<file path="src/rtl/clk_gen_controller.sv">
// rtl/clk_gen_controller.sv - programmable clock generator with glitch-free half-period reload
// Optional feature macro: CLK_GEN_TICK_EN (enables the tick pulse on each clk_salida rise).
module clk_gen_controller #(
  parameter int CLK_FPGA_HZ  = 50000000,
  parameter int DIV_WIDTH    = 24,
  parameter int DEFAULT_FREQ = 10000
) (
  input  logic                 clk_FPGA,
  input  logic                 reset,
  input  logic                 run,
  input  logic                 cfg_req,
  input  logic [DIV_WIDTH-1:0] cfg_hp,
  output logic                 cfg_busy,
  output logic                 cfg_ack,
  output logic                 cfg_err,
  output logic                 clk_salida,
  output logic                 running,
  output logic                 tick
);

  localparam logic [DIV_WIDTH-1:0] DEFAULT_HP = DIV_WIDTH'((CLK_FPGA_HZ / DEFAULT_FREQ) / 2);
  localparam logic [DIV_WIDTH-1:0] ONE        = DIV_WIDTH'(1);

  typedef enum logic [1:0] {S_IDLE, S_RUN, S_STOPPING} state_t;

  state_t               state_q, state_d;
  logic [DIV_WIDTH-1:0] cnt_q, cnt_d;
  logic [DIV_WIDTH-1:0] hp_q, hp_d;
  logic [DIV_WIDTH-1:0] pend_q, pend_d;
  logic                 clk_q, clk_d;
  logic                 busy_q, busy_d;
  logic                 ack_q, ack_d;
  logic                 err_q, err_d;
  logic                 wrap;
  logic                 fall;

  // End of the current half period.
  assign wrap = (cnt_q == hp_q - ONE);

  // Next-state: divider FSM, then half-period reload handshake.
  always_comb begin
    state_d = state_q;
    cnt_d   = cnt_q;
    clk_d   = clk_q;
    hp_d    = hp_q;
    pend_d  = pend_q;
    busy_d  = busy_q;
    ack_d   = 1'b0;
    err_d   = 1'b0;
    fall    = 1'b0;

    case (state_q)
      S_IDLE: begin
        cnt_d = '0;
        clk_d = 1'b0;
        if (run) state_d = S_RUN;
      end
      S_RUN: begin
        if (!run && !clk_q) begin
          // Low phase: stopping here cannot shorten a high pulse.
          state_d = S_IDLE;
          cnt_d   = '0;
        end else begin
          if (wrap) begin
            cnt_d = '0;
            clk_d = ~clk_q;
            fall  = clk_q;
          end else begin
            cnt_d = cnt_q + ONE;
          end
          if (!run) state_d = fall ? S_IDLE : S_STOPPING;
        end
      end
      S_STOPPING: begin
        // Finish the high phase, then park low.
        if (wrap) begin
          cnt_d = '0;
          clk_d = ~clk_q;
          fall  = clk_q;
        end else begin
          cnt_d = cnt_q + ONE;
        end
        if (fall) state_d = S_IDLE;
      end
      default: begin
        state_d = S_IDLE;
        cnt_d   = '0;
        clk_d   = 1'b0;
      end
    endcase

    // A new half period only takes effect on a falling edge or while idle,
    // so no shortened pulse is ever produced.
    if (busy_q) begin
      if (fall || state_q == S_IDLE) begin
        hp_d   = pend_q;
        busy_d = 1'b0;
        ack_d  = 1'b1;
      end
    end else if (cfg_req) begin
      if (cfg_hp == '0) begin
        err_d = 1'b1;
      end else begin
        pend_d = cfg_hp;
        busy_d = 1'b1;
      end
    end
  end

  // State and datapath registers.
  always_ff @(posedge clk_FPGA or negedge reset) begin
    if (!reset) begin
      state_q <= S_IDLE;
      cnt_q   <= '0;
      hp_q    <= DEFAULT_HP;
      pend_q  <= '0;
      clk_q   <= 1'b0;
      busy_q  <= 1'b0;
      ack_q   <= 1'b0;
      err_q   <= 1'b0;
    end else begin
      state_q <= state_d;
      cnt_q   <= cnt_d;
      hp_q    <= hp_d;
      pend_q  <= pend_d;
      clk_q   <= clk_d;
      busy_q  <= busy_d;
      ack_q   <= ack_d;
      err_q   <= err_d;
    end
  end

  assign clk_salida = clk_q;
  assign running    = (state_q != S_IDLE);
  assign cfg_busy   = busy_q;
  assign cfg_ack    = ack_q;
  assign cfg_err    = err_q;

`ifdef CLK_GEN_TICK_EN
  logic tick_q;

  // Pulse registered on the same edge that raises clk_salida.
  always_ff @(posedge clk_FPGA or negedge reset) begin
    if (!reset) tick_q <= 1'b0;
    else        tick_q <= (state_q == S_RUN) && run && wrap && !clk_q;
  end

  assign tick = tick_q;
`else
  assign tick = 1'b0;
`endif

endmodule
</file>
<file path="config.mk">
export PLATFORM = sky130hd
export DESIGN_NAME = clk_gen_controller
export DESIGN_NICKNAME = d
export VERILOG_FILES = /design/src/rtl/clk_gen_controller.sv
export SDC_FILE = /design/constraint.sdc
export NUM_CORES = 1
export LEC_CHECK = 0
export ABC_AREA = 1
export BUFFER_PORTS_ARGS = -buffer_cell sky130_fd_sc_hd__buf_2
export CORE_UTILIZATION = 55
export CTS_CLUSTER_SIZE = 10
export DETAILED_ROUTE_END_ITERATION = 6
export PLACE_DENSITY_LB_ADDON = 0.1
export SLEW_MARGIN = 40
export SYNTH_ARGS = -nofsm -noshare
export SYNTH_HDL_FRONTEND = slang
export SYNTH_SLANG_ARGS = --single-unit
</file>
<file path="constraint.sdc">
create_clock -name clk_FPGA -period 7 [get_ports clk_FPGA]
set_input_delay 2.1 -clock clk_FPGA [delete_from_list [all_inputs] [get_ports clk_FPGA]]
set_output_delay 2.1 -clock clk_FPGA [all_outputs]
set_load 0.01 [all_outputs]
</file>
==> flow_summary.yaml, run 1 <==
timing:
  period_needed_ns: 3.420
  max_freq_ghz: 0.2924
  tightest_slew_ns: 0.7101
  hold_viol: 0
  drv_slew: 0
  rsz0062_at_grt: "no"
  finalSetupViolations: 0
  fin_tns_setup_ns: 0
  fin_crit_sh: 0.4885
  slew_headroom: 0.5243
  finClkSkew_ns: 0.01657
final_layout:
  final_design_area_no_fill_mm2: 0.005090
  diodes: 0
  drive_above_1_share: 0.1384
  nNetsFinal: 671
  final_common_cell: "nand2_1"
  area_growth_pct: 10.18
  layout_common_cells: "nand2_1, inv_1, dfrtp_1"
detailed_routing:
  vias: 3889
  detail_route.first_pass.iterations: 4
  drt_iter0_markers: 196
  via_per_inst: 5.199
  routedWlPerCell_um: 12.65
  ant_nets: 0
  drc: 0
  wirelength_um: 9465
cts:
  clk_pin_slew_ns: 0.09
  clk_path_buf_depth: 2
  numCtsBuffers: 9
  htreeDepth: 3
  post_cts_resize_count: 0
  cts_hold_buf: 0
  clock_latency_ns: 0.37
  cts_tree: "yes"
  post_cts_buffers: 0
  clkSinkCount: 78
  cts_root_buffer: "clkbuf_8"
synth:
  syn_area_per_cell_um2: 7.598
  seq_area_frac_synth: 0.4239
  synthesis.area_mm2: 0.004619
  syn_nets: 641
  synth_top_area_cell: "dfrtp_1"
  ys_ff_latch: 78
  yosysTopAreaCellShare: 0.3954
  ys_types: 31
  synth_warnings: 0
  netlist_top_cells_area: "dfrtp_1, nand2_1, nand3_1, inv_1, nor2_1"
  synthCells: 608
critical_path:
  crit_family: "flip-flops"
  cp_slowest_cell: "dfrtp_1"
  arrival_ns: 1.32
  worst-path-buf-inv: 3
  critPathMaxFanout: 3
  cp.required_ns: 4.90
  crit_path_end_kind: "primary output"
  crit_top_cell: "inv_1"
  path_cells: "inv_1 -> ha_1 -> inv_1 -> buf_2"
  max_stage_delay_ns: 0.39
  start_kind: "flop"
  critPathKind: "flop to primary output"
global_route:
  grt-ovfl-total: 0
  grt_pass1_vias: 3677
  antenna_found_initial: 0
  grt_max_degree: 79
  grt_pass1_wl_um: 16680
  grt_use_total: 0.2458
floorplanning:
  die_w_um: 93.65
  num_rows: 33
  num_io_pins: 34
  start_util: 0.5650
  core_mm2: 0.008175
  die_area_mm2: 0.008769
  die_height_um: 93.65
place:
  port_buffers: 32
  gp_congestion: 0.8828
  placed_area_mm2: 0.004843
  dp.final_hpwl_um: 7088
run_status:
  status: "complete, no violations"
flow_run:
  cap_violations: 0
min_path:
  min_path_type: "flop to flop"
pwr:
  vdd_drop_max_mv: 0.1959
  p_per_area_mw_per_mm2: 391.4
  p_leak_uw: 0.002482
through the flow:
step / utilization / cells / worst slack, ns / power, µW / hold WS, ns
floorplan: - / 608 / 3.376 / 1408 / 0.4537
global placement: 0.5909 / 732 / 3.239 / 1546 / 0.4704
detailed placement: 0.5924 / 732 / 3.221 / 1580 / 0.4746
CTS: 0.6224 / 748 / 3.353 / 2002 / 0.4974
global route: 0.6226 / 748 / 3.465 / 2173 / 0.5146
finish: 0.6226 / 748 / 3.580 / 1992 / 0.4948
tightest hold or removal path: stages (launching register included):
cell and delay, ns:
dfrtp_1 0.36, nand2_1 0.05, o21ai_0 0.05
area by class of cell:
| class | instances | area (µm²) |
|---|---|---|
| Multi-Input combinational cell | 438 | 2287 |
| Clock inverter | 6 | 117.6 |
| Inverter | 78 | 292.8 |
| Tap cell | 105 | 131.4 |
| Fill cell | 742 | 3085 |
| Clock buffer | 10 | 127.6 |
| Sequential cell | 78 | 1959 |
| Timing Repair Buffer | 33 | 173.9 |
cells in the mapped netlist (all sizes together):
master	number
o211ai	1
o21bai	1
mux2	13
xor2	18
ha	5
nor3	14
nor3b	4
o21ai	21
xnor2	15
nor4	12
nor2	83
or2	2
inv	78
nand4	19
conb	1
nand3b	6
buf	9
clkbuf	5
dfstp	5
nand2	161
dfrtp	73
nand3	60
a21oi	2
flip-flops by register name, indices dropped and copies added, names as in the netlist:
| name | flops |
|---|---|
| cfg_ack | 1 |
| cfg_busy | 1 |
| cfg_err | 1 |
| clk_salida | 1 |
| cnt_q | 24 |
| hp_q | 24 |
| pend_q | 24 |
| state_q | 2 |
power breakdown:
| group | leakage, µW | internal, µW | switching [µW] |
|---|---|---|---|
| sequential | 0.000990 | 610 | 156 |
| clock | 0.000119 | 241 | 180 |
| combinational | 0.00137 | 306 | 500 |
cell families after synthesis:
group,count (synthesis),synth area share
other cells,1,0.0008118
flops,78,0.4239
mux,13,0.03169
buf+inv,92,0.08288
simple gates,361,0.3554
xor+xnor,33,0.06257
compound gates,25,0.02925
fa+ha+maj,5,0.01354
worst paths after layout:
path / from / endpoint / slack [ns] / cells after the start
min in group asynchronous: reset / cnt_q[16]$_DFF_PN0_ / 1.75 / 1
worst max register to register: hp_q[0]$_DFFE_PN0P_ / hp_q[21]$_DFFE_PN0P_ / 4.10 / 14
worst max-delay path: state_q[0]$_DFFE_PN0P_ / running / 3.58 / 4
worst min-delay path: pend_q[23]$_DFFE_PN0P_ / pend_q[23]$_DFFE_PN0P_ / 0.49 / 2
max in group asynchronous: reset / cfg_busy$_DFF_PN0_ / 4.75 / 1
worst min register to register: pend_q[23]$_DFFE_PN0P_ / pend_q[23]$_DFFE_PN0P_ / 0.49 / 2
per-layer routing:
metal / routed length [µm] / track usage
met1: 4544 / 0.3242
met2: 4276 / 0.3971
met3: 439 / 0.05041
met4: 204 / 0.09487
met5: 0 / 0
Note: power is estimated with default switching activity, not from simulation.
==> inputs of run 2 (changes only) <==
clock period = 3.46 ns   (was 7 ns; I/O delays follow)
==> run 2 against run 1 <==
  * Register-to-register slack got worse by 3.4 ns
  * Sequential share of layout area increased by 0.18 points
  * Cell area decreased by 0.52%
  * Utilization decreased by 0.32 points
  * Non-clock buffer count increased by 3
  * Via count decreased by 1.2%
  * Critical path depth increased by 10
  * Routed wire length increased by 1.2%
  * Count of clock-buffer cells in the layout unchanged
  * Global-route usage increased by 0.40 points
  * Combinational power increased by 110%
  * Worst hold slack got worse by 0.0013 ns
==> flow_summary.yaml, run 2 (same netlist as run 1, synthesis figures left out) <==
place:
  gp_congestion: 0.8595
  port_buffers: 32
  dp.final_hpwl_um: 7238
min_path:
  min_path_type: "flop to flop"
  holdPathEnd: "hp_q[6]$_DFFE_PN1P_"
  min-delay-start: "hp_q[6]$_DFFE_PN1P_"
  holdPathStages: 2
detailed_routing:
  drt_iter0_markers: 263
  wirelength_um: 9577
  routedWlPerCell_um: 12.75
  detail_route.first_pass.iterations: 4
  vias: 3842
  ant_nets: 0
  drc: 0
  via_per_inst: 5.116
critical_path:
  critPathMaxFanout: 25
  r2r_start: "hp_q[0]$_DFFE_PN0P_"
  r2r_slack_ns: 0.71
  r2r_cells: 14
  arrival_ns: 3.00
  critPathKind: "flop to flop"
  regToRegEndpoint: "hp_q[23]$_DFFE_PN0P_"
  crit_path_end_kind: "flop"
  cp.required_ns: 3.70
  start_kind: "flop"
global_route:
  grt_use_total: 0.2498
  antenna_found_initial: 0
  grt_pass1_wl_um: 17040
  grt_max_degree: 79
  grt_pass1_vias: 3690
  grt-ovfl-total: 0
final_layout:
  nFillCells: 736
  drive_above_1_share: 0.1409
  diodes: 0
  nNetsFinal: 674
  reg_top3: "cnt_q (24), hp_q (24), pend_q (24)"
  area_growth_pct: 9.615
  final_common_cell: "nand2_1"
  layout_common_cells: "nand2_1, inv_1, dfrtp_1"
cts:
  clk_pin_slew_ns: 0.09
  clk_path_buf_depth: 2
  cts_hold_buf: 0
  cts_root_buffer: "clkbuf_8"
  numCtsBuffers: 9
  post_cts_resize_count: 0
  clock_latency_ns: 0.36
  post_cts_buffers: 0
  htreeDepth: 3
  clkSinkCount: 78
  cts_tree: "yes"
timing:
  finClkSkew_ns: 0.01391
  max_freq_ghz: 0.3636
  tightest_slew_ns: 0.7431
  drv_slew: 0
  fin_tns_setup_ns: 0
  rsz0062_at_grt: "no"
  fin_crit_sh: 0.7950
  period_needed_ns: 2.751
  fin_hold_ws_ns: 0.4935
  hold_viol: 0
  slew_headroom: 0.5032
  finalSetupViolations: 0
floorplanning:
  die_area_mm2: 0.008769
  die_height_um: 93.65
  start_util: 0.5650
  num_io_pins: 34
  core_mm2: 0.008175
  num_rows: 33
  die_w_um: 93.65
pwr:
  vdd_drop_max_mv: 0.4623
  p_per_area_mw_per_mm2: 773.4
  p_leak_uw: 0.002468
  finalPower_uw: 3916
flow_run:
  cap_violations: 0
run_status:
  status: "complete, no violations"
run 2: cell type report:
class	instances	area [µm²]	share of cell area
sequential	78	1958	0.3867
multi-input combinational	438	2287	0.4517
inverter	78	292.8	0.05782
clock inverter	6	70.07	0.01384
timing repair buffer	36	196.4	0.03879
tap	105	131.4	0.02595
clock buffer	10	127.6	0.02520
run 2: worst max path at each step:
stage                     depth (start not counted)                start                endpoint  slack (ns)
after floorplan                                   7           cfg_hp[11]  pend_q[10]$_DFFE_PN0P_        0.90
after global placement                            7           cfg_hp[22]   pend_q[1]$_DFFE_PN0P_        0.56
after detailed placement                          7           cfg_hp[23]  pend_q[16]$_DFFE_PN0P_        0.56
after CTS                                        14  hp_q[0]$_DFFE_PN0P_    hp_q[23]$_DFFE_PN0P_        0.69
after global routing                             15  hp_q[0]$_DFFE_PN0P_    hp_q[17]$_DFFE_PN0P_        0.47
final                                            14  hp_q[0]$_DFFE_PN0P_    hp_q[23]$_DFFE_PN0P_        0.71
run 2: power by group:
group	leakage, µW	internal [µW]	switching [µW]
clock network	0.0000895	339	368
logic	0.00139	641	1040
registers	0.000991	1230	291
total	0.00247	2210	1700
run 2: worst max-delay path, stage by stage (launching register included):
cell	delay, ns
dfrtp_1	0.41
inv_1	0.13
ha_1	0.22
nand2_2	0.12
nor2_4	0.35
xor2_1	0.23
nand3_1	0.09
nor2_1	0.11
nand2_1	0.05
nor2_1	0.21
nand4_2	0.14
nand2_4	0.19
nand2_4	0.19
nand2_1	0.11
nand2_1	0.05
run 2: stage by stage:
stage / cells / utilization / setup WS (ns) / cell area (µm²)
floorplan: 608 / - / 0.8977 / 4619
global placement: 735 / 0.5937 / 0.5552 / 4853
detailed placement: 735 / 0.5952 / 0.5596 / 4866
CTS: 751 / 0.6194 / 0.6869 / 5064
global route: 751 / 0.6194 / 0.4706 / 5064
finish: 751 / 0.6194 / 0.7094 / 5064
run 2: routing by layer:
metal | track usage | part of all wire | wire (µm) | up-vias
met4 | 0.08846 | 0.020 | 187 | 0
met2 | 0.4026 | 0.46 | 4414 | 70
li1 | - | - | - | 2009
met5 | 0 | 0 | 0 | -
met3 | 0.03902 | 0.034 | 323 | 14
met1 | 0.3410 | 0.49 | 4652 | 1749
